### config.mk
export PLATFORM = sky130hd
export DESIGN_NAME = mem_access_sequencer
export DESIGN_NICKNAME = d
export VERILOG_FILES = /design/src/rtl/mem_access_sequencer.sv
export SDC_FILE = /design/constraint.sdc
export NUM_CORES = 1
export LEC_CHECK = 0
export BUFFER_PORTS_ARGS = -buffer_cell sky130_fd_sc_hd__buf_4
export CORE_UTILIZATION = 39
export CTS_BUF_LIST = sky130_fd_sc_hd__clkbuf_8
export CTS_CLUSTER_DIAMETER = 50
export DETAILED_ROUTE_END_ITERATION = 10
export PLACE_DENSITY_LB_ADDON = 0.25
export SETUP_SLACK_MARGIN = 0.5
export SYNTH_ARGS = -nofsm -noshare
export SYNTH_HDL_FRONTEND = slang
export SYNTH_SLANG_ARGS = --single-unit
### constraint.sdc
create_clock -name CLK -period 2 [get_ports CLK]
set_input_delay 0.1 -clock CLK [delete_from_list [all_inputs] [get_ports CLK]]
set_output_delay 0.1 -clock CLK [all_outputs]
set_load 0.01 [all_outputs]
### src/rtl/mem_access_sequencer.sv
// rtl/mem_access_sequencer.sv - single-request memory cycle sequencer (IDLE/SETUP/ACCESS/HOLD)
// Every output is a flop; strobes, status and memory-side fields change only on CLK or RESET.
module mem_access_sequencer #(
  parameter int TIMEOUT = 15
) (
  input  logic        CLK,
  input  logic        RESET,
  input  logic        START,
  input  logic        WR,
  input  logic        BYTE,
  input  logic [15:0] ADDR,
  input  logic [15:0] WDATA,
  input  logic [15:0] MEM_DIN,
  input  logic        MEM_RDY,
  output logic [15:0] MEM_ADDR,
  output logic [15:0] MEM_DOUT,
  output logic [1:0]  MEM_BE,
  output logic        MEM_RD,
  output logic        MEM_WR,
  output logic [15:0] RDATA,
  output logic        BUSY,
  output logic        DONE,
  output logic        ERR
);

  localparam logic [1:0] ST_IDLE   = 2'd0;
  localparam logic [1:0] ST_SETUP  = 2'd1;
  localparam logic [1:0] ST_ACCESS = 2'd2;
  localparam logic [1:0] ST_HOLD   = 2'd3;
  localparam logic [7:0] LAST_WAIT = 8'(TIMEOUT - 1);

  logic [1:0]  state;
  logic [7:0]  wait_cnt;
  logic        wr_q;
  logic        byte_q;
  logic        lane_hi;
  logic        misaligned;
  logic [15:0] read_value;

  assign misaligned = !BYTE && ADDR[0];
  // Byte reads return the addressed lane zero-extended into the low byte.
  assign read_value = !byte_q ? MEM_DIN
                    : (lane_hi ? {8'h00, MEM_DIN[15:8]} : {8'h00, MEM_DIN[7:0]});

  always_ff @(posedge CLK or posedge RESET) begin
    if (RESET) begin
      state    <= ST_IDLE;
      wait_cnt <= 8'd0;
      wr_q     <= 1'b0;
      byte_q   <= 1'b0;
      lane_hi  <= 1'b0;
      MEM_ADDR <= 16'h0000;
      MEM_DOUT <= 16'h0000;
      MEM_BE   <= 2'b00;
      MEM_RD   <= 1'b0;
      MEM_WR   <= 1'b0;
      RDATA    <= 16'h0000;
      BUSY     <= 1'b0;
      DONE     <= 1'b0;
      ERR      <= 1'b0;
    end else begin
      DONE <= 1'b0;
      ERR  <= 1'b0;
      case (state)
        ST_IDLE: begin
          if (START) begin
            if (misaligned) begin
              DONE <= 1'b1;
              ERR  <= 1'b1;
            end else begin
              state    <= ST_SETUP;
              BUSY     <= 1'b1;
              wait_cnt <= 8'd0;
              wr_q     <= WR;
              byte_q   <= BYTE;
              lane_hi  <= ADDR[0];
              MEM_ADDR <= {ADDR[15:1], 1'b0};
              MEM_DOUT <= BYTE ? {WDATA[7:0], WDATA[7:0]} : WDATA;
              MEM_BE   <= BYTE ? (ADDR[0] ? 2'b10 : 2'b01) : 2'b11;
            end
          end
        end
        ST_SETUP: begin
          state  <= ST_ACCESS;
          MEM_RD <= !wr_q;
          MEM_WR <= wr_q;
        end
        ST_ACCESS: begin
          // A ready in the timeout cycle still counts as success.
          if (MEM_RDY) begin
            state  <= ST_HOLD;
            MEM_RD <= 1'b0;
            MEM_WR <= 1'b0;
            DONE   <= 1'b1;
            if (!wr_q) begin
              RDATA <= read_value;
            end
          end else if (wait_cnt == LAST_WAIT) begin
            state  <= ST_HOLD;
            MEM_RD <= 1'b0;
            MEM_WR <= 1'b0;
            DONE   <= 1'b1;
            ERR    <= 1'b1;
          end else begin
            wait_cnt <= wait_cnt + 8'd1;
          end
        end
        ST_HOLD: begin
          state <= ST_IDLE;
          BUSY  <= 1'b0;
        end
        default: begin
          state <= ST_IDLE;
        end
      endcase
    end
  end

endmodule

======== Word-level counts from Yosys, hierarchy flattened ========
Cells that the tools add are included.
storage, ports and cells
  register bits ........................... 67
  word-level logic and storage cells ...... 68
operators by class
  mux-type cells .......................... 29
  bitwise gates (word level) .............. 2
  add/sub/neg operators ................... 1
  reduce and logical (&&, ||, !) cells .... 13
  equality and inequality tests ........... 9
operator list
  cell                                                             number
  8-bit 2-to-1 mux                                                 5
  16-bit 2-to-1 mux                                                2
  8-bit one-hot mux with 2 select lines                            1
  2-bit 2-to-1 mux                                                 6
  3-bit AND reduction                                              4
  1-bit one-hot mux with 2 select lines                            5
  1-bit 2-to-1 mux                                                 9
  8-bit by 1-bit adder with 8-bit output, second input constant    1
  8-bit by 4-bit == test with 1-bit output, second input constant  1
  2-bit != test, second input constant                             4
  2-bit one-hot mux with 4 select lines                            1
  2-bit nonzero test                                               3
  5-bit AND reduction                                              1
  2-bit == test, second input constant                             2
  3-bit != test, second input constant                             1
  2-bit by 1-bit == test with 1-bit output, second input constant  1
  1-bit logical NOT                                                2
  2-bit logical NOT                                                1
  1-bit NOT                                                        2
  2-bit AND reduction                                              1
  1-bit logical AND                                                1

======== Longest topological paths before layout ========
Gate-level depths: netlist of run 1.
  depth after elaboration ................. 5
  mapped depth ............................ 8

======== Least setup slack after synthesis of run 1 ========
No wires, ideal clock.
  path kind ............................... register to register
  from .................................... reg state[0]
  to ...................................... reg MEM_ADDR[10]
  path buffers ............................ 2
  cell stages (with the launch flop) ...... 8
  data required time ...................... 1.875 ns
  setup slack ............................. 0.326 ns
  arrival time ............................ 1.549 ns
  cell sequence ........................... dfrtp_1 > inv_1 > ha_1 > nand2_1 > nor2b_4 > buf_6 > buf_12 > mux2_4
between the ends
  word-level cells in the longest chain between the ends .. 2
ends and longest elaborated chain
  item                                  line  RTL
  start, declared                       32    logic [1:0] state;
  start signal, assigned                47    state <= ST_IDLE;
  start signal, assigned                71    state <= ST_SETUP;
  start signal, assigned                84    state <= ST_ACCESS;
  2-bit logical NOT                     64    case (state)
  3-bit AND reduction (no source line)  --
  end signal, assigned                  77    MEM_ADDR <= {ADDR[15:1], 1'b0};
  end, declared                         15    output logic [15:0] MEM_ADDR,
Every way passes these cells.
A chain may end at the register's enable or synchronous reset.

======== Worst setup path in the final report of run 1 ========
  from .................................... reg wait_cnt[1]
  to ...................................... reg wait_cnt[5]
between the ends
  word-level cells in the longest chain between the ends .. 4
ends and longest elaborated chain
  item                                    line  RTL
  start, declared                         33    logic [7:0] wait_cnt;
  start signal, assigned                  105   wait_cnt <= wait_cnt + 8'd1;
  8-bit by 1-bit adder with 8-bit output  105
  8-bit 2-to-1 mux                        98    end else if (wait_cnt == LAST_WAIT) begin
  8-bit 2-to-1 mux                        90    if (MEM_RDY) begin
  8-bit one-hot mux with 2 select lines   64
Several ways; a longest one is shown, not always the timed one. The select of a mux whose other input is x is not followed.

==> results of run 1 <==
[state kept, by name, indices dropped and copies added (netlist names), 2 cells and up]
signal	flops
MEM_DOUT	16
RDATA	16
MEM_ADDR	15
wait_cnt	8
MEM_BE	2
state	2
[critical path: stages (launching register included)]
cell	delay, ps
dfrtp_2	420
ha_2	170
and4b_4	220
a21o_4	210
buf_6	130
a21oi_4	150
nand2_1	70
a22o_1	170
[synthesized netlist by cell type (2+ instances only)]
library cell | instances | area share [%]
o21ai_0 | 25 | 4.0
o22a_1 | 2 | 0.56
buf_4 | 2 | 0.48
mux2i_1 | 18 | 5.8
a31oi_1 | 3 | 0.60
ha_1 | 6 | 2.4
nand2b_1 | 9 | 1.8
o22ai_1 | 2 | 0.40
dfrtp_1 | 67 | 54
nand3_1 | 9 | 1.4
a21oi_1 | 14 | 2.3
mux2_4 | 20 | 9.7
mux2_2 | 5 | 1.8
nor2_1 | 13 | 1.6
buf_6 | 2 | 0.72
buf_12 | 2 | 1.3
inv_1 | 7 | 0.85
nand2_1 | 32 | 3.9
nor3_1 | 2 | 0.32
clkbuf_1 | 5 | 0.60
[worst paths after layout]
| check | startpoint | end | slack [ps] | depth (start not counted) |
|---|---|---|---|---|
| worst max-delay path | wait_cnt[1] | wait_cnt[5] | 350 | 7 |
| worst min-delay path | ADDR[0] | MEM_BE[1] | 20 | 2 |
| worst max register to register | wait_cnt[1] | wait_cnt[5] | 350 | 7 |
| worst min register to register | RDATA[3] | RDATA[3] | 480 | 2 |
| max in group asynchronous | RESET | MEM_RD | 1000 | 4 |
| min in group asynchronous | RESET | wait_cnt[4] | 410 | 3 |
[through the flow]
step | std cells | total power (uW) | hold slack (ps) | setup slack, ps
finish | 533 | 6820 | 21.1 | 350
global route | 533 | 7200 | 24.4 | 289
CTS | 527 | 6650 | 14.9 | 362
detailed placement | 465 | 5040 | 200 | 228
global placement | 465 | 4960 | 202 | 345
floorplan | 264 | 3890 | 208 | 444
[cell usage in the layout (no fill, tap or decap), types with 9 or more instances in the layout]
master           n
buf_4          124
mux2_4          25
dlygate4sd3_1   26
a21oi_1         13
nand2b_1         9
clkbuf_8        10
dfrtp_1         66
o21ai_0         23
mux2i_1         18
nand3_1          9
nand2_1         31
nor2_1          12
[kinds of logic (layout without fill, tap and decap cells)]
| family | Yosys count | in the layout | synth area share [%] |
|---|---|---|---|
| AO/OA/AOI/OAI | 53 | 53 | 9.94 |
| adder cells (fa/ha/maj) | 6 | 6 | 2.42 |
| buffers and inverters | 19 | 186 | 4.11 |
| flip-flops | 67 | 67 | 53.9 |
| multiplexers | 43 | 43 | 17.3 |
| other | 1 | 1 | 0.121 |
| AND/OR/NAND/NOR | 75 | 75 | 12.2 |
[cell type report]
cell class              count  share of cell area (%)
repair buffers            163                    29.7
multi-input cells         178                    28.8
inverters                   7                   0.687
clock buffers              10                    2.80
clock inverters             6                    1.32
flip-flops and latches     67                    34.1
well taps                 102                    2.60
[repair_timing]
action | CTS | global route
endpoints found under the setup margin | 42 | 55
resized for setup | 19 | 8
gates cloned | 5 | 0
setup buffers | 15 | 6
hold buffers | 26 | 0
pin swaps | 8 | 6
endpoints found under the hold margin | 50 | 0
[power groups by stage]
stage / Combinational [uW] / Sequential, uW / Clock [uW]
final: 3360 / 2310 / 1160
after global routing: 3590 / 2380 / 1230
after CTS: 3190 / 2290 / 1160
after detailed placement: 2710 / 2330 / 0
after global placement: 2650 / 2310 / 0
after floorplan: 1380 / 2500 / 0
[metal layers]
metal / track usage [%] / vias up / part of all wire (%)
met3: 3.69 / 10 / 4.1
met2: 33.5 / 82 / 50
li1: - / 1245 / -
met5: 0 / - / 0
met1: 26.5 / 1245 / 45
met4: 8.20 / 0 / 1.2
==> flow_metrics.py, run 1 <==
metrics = {
    "synthesis": {
        "async_flop_share_pct": 100,
        "avgSynthCellArea_um2": 11.8,
        "syn_inst": 264,
        "yosysUniqueCellTypes": 39,
        "netlist_area_mm2": 0.00311,
        "ys.flop_type": "dfrtp_1",
        "syn-num-nets": 324,
        "synth_edf_count": 0,
        "ys_seq_elements": 67,
        "yosys_warnings": 0,
        "yosysSeqAreaShare_pct": 53.9,
    },
    "floorplan": {
        "fp.dieArea_mm2": 0.00833,
        "chipHeight_um": 91.3,
        "pin_count": 109,
        "die_w_um": 91.3,
        "rows": 32,
        "initial_utilization_pct": 40.2,
        "coreArea_mm2": 0.00773,
    },
    "cells_and_area": {
        "multi_input_area_mm2": 0.00141,
        "diodes": 0,
        "fillers": 578,
        "area_growth_pct": 58.1,
        "drive_gt1_share_pct": 46.6,
        "final_nets": 486,
        "fin_area_mm2": 0.00491,
        "seqCellArea_mm2": 0.00168,
        "fin_util_pct": 63.6,
    },
    "routing": {
        "antenna_left": 0,
        "post_drt_wl_per_cell_um": 15.5,
        "drtIter0Drc": 84,
        "drcViolationCount": 0,
        "vias": 2582,
        "dr.pass1.iters": 4,
        "avgViaCountPerCell": 4.84,
        "routed_wl_mm": 8.26,
    },
    "sta": {
        "finClkSkew_ps": 16.8,
        "period_needed_ps": 1650,
        "relSlewSlack_pct": 60.9,
        "period_share_pct": 82.5,
        "worstMarginPinSlew_ps": 585,
        "setup_viol": 0,
        "rsz0062_at_grt": "yes",
        "tns_ps": 0,
        "final_max_slew_viol_count": 0,
        "hold_viol": 0,
        "max_freq_ghz": 0.606,
    },
    "global_route": {
        "grtUsageTotal_pct": 20.3,
        "grt_pass1_wl_mm": 13.1,
        "grt_max_degree": 43,
        "grt_pass1_vias": 2589,
        "globalRoute.totalOverflow": 0,
        "antenna_found_initial": 0,
    },
    "power_and_ir_drop": {
        "p_int_uw": 4480,
        "switching_share_pct": 34.3,
        "power_frac_clock_pct": 17.0,
        "p_leak_uw": 0.00238,
        "powerDensity_mw_per_mm2": 1390,
        "share_comb_of_total_power_pct": 49.2,
        "seqPwrFrac_pct": 33.8,
        "ir_drop_v": 0.000518,
        "switchingPower_uw": 2340,
    },
    "cts": {
        "cts_tree": "yes",
        "clock_latency_ps": 350,
        "cts_root_buffer": "clkbuf_8",
        "cts_buffers": 9,
        "cts_sinks": 67,
        "cts.clk_slew.worst_paths_ps": 80,
        "h-tree-depth": 3,
        "clockBufferDepth": 2,
    },
    "run_status": {
        "outcome": "finished, final reports clean",
    },
    "critical_path": {
        "cp-start-kind": "flip-flop",
        "crit_required_ps": 2240,
        "arrival_ps": 1890,
        "critPathMaxFanout": 4,
        "crit_path_end_kind": "flip-flop",
        "critical_path_class": "reg -> reg",
    },
    "placement": {
        "gp_congestion": 0.853,
        "port_buffers": 107,
        "hpwl_mm": 4.87,
        "place_area_mm2": 0.00403,
    },
    "job": {
        "drv_cap": 0,
    },
    "worst_hold_path": {
        "hp-class": "in -> reg",
    },
}
Note: power is estimated with default switching activity, not from simulation.
==> inputs of run 2 (changes only) <==
clock period = 1.45 ns   (was 2 ns; I/O delays follow)
==> flow_metrics.py, run 2 (synthesized netlist as in run 1, its figures left out) <==
metrics = {
    "floorplan": {
        "die_w_um": 91.3,
        "pin_count": 109,
        "coreArea_mm2": 0.00773,
        "rows": 32,
        "chipHeight_um": 91.3,
        "fp.dieArea_mm2": 0.00833,
        "initial_utilization_pct": 40.2,
    },
    "routing": {
        "post_drt_wl_per_cell_um": 17.2,
        "routed_wl_mm": 10.3,
        "antenna_left": 0,
        "avgViaCountPerCell": 4.91,
        "vias": 2958,
        "dr.pass1.iters": 4,
        "drcViolationCount": 0,
        "drtIter0Drc": 112,
    },
    "critical_path": {
        "critPathMaxFanout": 4,
        "arrival_ps": 1950,
        "ff2ff_setup_slack_ps": -250,
        "crit_path_end_kind": "flip-flop",
        "cp-start-kind": "flip-flop",
        "critical_path_class": "reg -> reg",
        "crit_required_ps": 1700,
    },
    "power_and_ir_drop": {
        "powerDensity_mw_per_mm2": 1930,
        "p_leak_uw": 0.00285,
        "switching_share_pct": 34.3,
        "share_comb_of_total_power_pct": 58.1,
        "ir_drop_v": 0.00125,
        "switchingPower_uw": 3930,
        "power_frac_clock_pct": 13.1,
        "seqPwrFrac_pct": 28.8,
        "p_int_uw": 7510,
    },
    "cts": {
        "cts_root_buffer": "clkbuf_8",
        "cts.clk_slew.worst_paths_ps": 80,
        "cts_buffers": 9,
        "clock_latency_ps": 350,
        "cts_sinks": 67,
        "clockBufferDepth": 2,
        "cts_tree": "yes",
        "h-tree-depth": 3,
    },
    "sta": {
        "hold_viol": 0,
        "period_needed_ps": 1700,
        "setup_viol": 60,
        "rsz0062_at_grt": "yes",
        "period_share_pct": 118,
        "finClkSkew_ps": 10.5,
        "tns_ps": -7770,
        "final_max_slew_viol_count": 0,
        "setup_slack_ps": -254,
        "max_freq_ghz": 0.587,
    },
    "worst_hold_path": {
        "hp-class": "in -> reg",
    },
    "cells_and_area": {
        "reg_top3": "MEM_DOUT: 16 flops, RDATA: 16 flops, MEM_ADDR: 15 flops",
        "fillers": 462,
        "final_cell_mix": "buf_4 (116), dfrtp_1 (67), buf_6 (65)",
        "layout_commonest_cell": "buf_4",
        "fin_cells": 602,
        "diodes": 0,
        "final_nets": 555,
        "seqCellArea_mm2": 0.00168,
        "multi_input_area_mm2": 0.00156,
        "drive_gt1_share_pct": 57.6,
        "area_growth_pct": 90.2,
        "fin_area_mm2": 0.00591,
    },
    "run_status": {
        "outcome": "finished with violations",
        "failed_checks": "setup timing",
    },
    "global_route": {
        "globalRoute.totalOverflow": 0,
        "grtUsageTotal_pct": 23.8,
        "antenna_found_initial": 0,
        "grt_max_degree": 68,
        "grt_pass1_vias": 3067,
        "grt_pass1_wl_mm": 15.3,
    },
    "placement": {
        "dp_cells": 490,
        "hpwl_mm": 5.13,
        "place_area_mm2": 0.00426,
        "port_buffers": 107,
        "gp_congestion": 0.843,
    },
    "job": {
        "drv_cap": 0,
    },
}
run 2: cell types whose count changed in the layout (fill, tap and decap cells not counted), moves of 4 or more:
| cell | previous run | this run |
|---|---|---|
| nor2_1 | 12 | 7 |
| o21ai_1 | 3 | 14 |
| a21oi_2 | 1 | 11 |
| buf_4 | 124 | 116 |
| buf_8 | 0 | 4 |
| a21oi_1 | 13 | 1 |
| nand3_1 | 9 | 3 |
| nand3_2 | 0 | 4 |
| dlygate4sd3_1 | 26 | 34 |
| o21ai_0 | 23 | 9 |
| buf_6 | 4 | 65 |
run 2: power groups by stage:
| stage | Sequential, uW | Clock [uW] | Combinational (uW) |
|---|---|---|---|
| floorplan | 3460 | 0 | 2010 |
| global placement | 3130 | 0 | 4110 |
| detailed placement | 3150 | 0 | 4190 |
| CTS | 3210 | 1500 | 5910 |
| global route | 3370 | 1610 | 7040 |
| finish | 3290 | 1500 | 6640 |
run 2: critical path, cell delays in order (launching register included):
cell,delay (ps)
dfrtp_1,400
ha_2,170
and4b_4,210
a21o_4,210
buf_6,130
a21oi_4,210
nand2_1,90
a22o_1,180
run 2: final timing paths:
check | start | cells past startpoint | to
setup / recovery | wait_cnt[1] | 7 | wait_cnt[5]
hold / removal | MEM_DIN[9] | 3 | RDATA[9]
setup reg to reg | wait_cnt[1] | 7 | wait_cnt[5]
hold reg to reg | RDATA[13] | 2 | RDATA[13]
max in group asynchronous | RESET | 4 | ERR
min in group asynchronous | RESET | 4 | MEM_ADDR[10]
run 2: metal layers:
layer	track usage, %	wire, um	vias to the layer above
met1	28.2	4050	1433
li1	-	-	1390
met5	0	0	-
met2	42.5	5470	108
met4	8.07	301	0
met3	5.19	523	27
run 2: through the flow:
step	utilization [%]	total power (uW)	hold slack, ps	setup slack (ps)
global placement	55.1	7240	201	-106
detailed placement	55.1	7350	209	-240
global route	76.5	12000	4.94	-318
floorplan	-	5460	164	-106
finish	76.5	11400	4.32	-254
CTS	73.0	10600	1.80	-201
run 2: repair_timing:
item                                   in CTS  in global routing
hold buffers                               34                  0
pin swaps                                  10                 13
resized for setup                          96                 40
setup endpoints to repair                 114                119
cloned                                      7                  0
buffers inserted                           37                 18
endpoints found under the hold margin     100                  0
run 2: cell type report:
type | count | share of cell area (%)
Clock buffer | 11 | 2.56
Clock inverter | 5 | 0.614
Inverter | 7 | 0.550
Multi-Input combinational cell | 178 | 26.4
Sequential cell | 67 | 28.4
Tap cell | 102 | 2.16
Timing Repair Buffer | 232 | 39.3
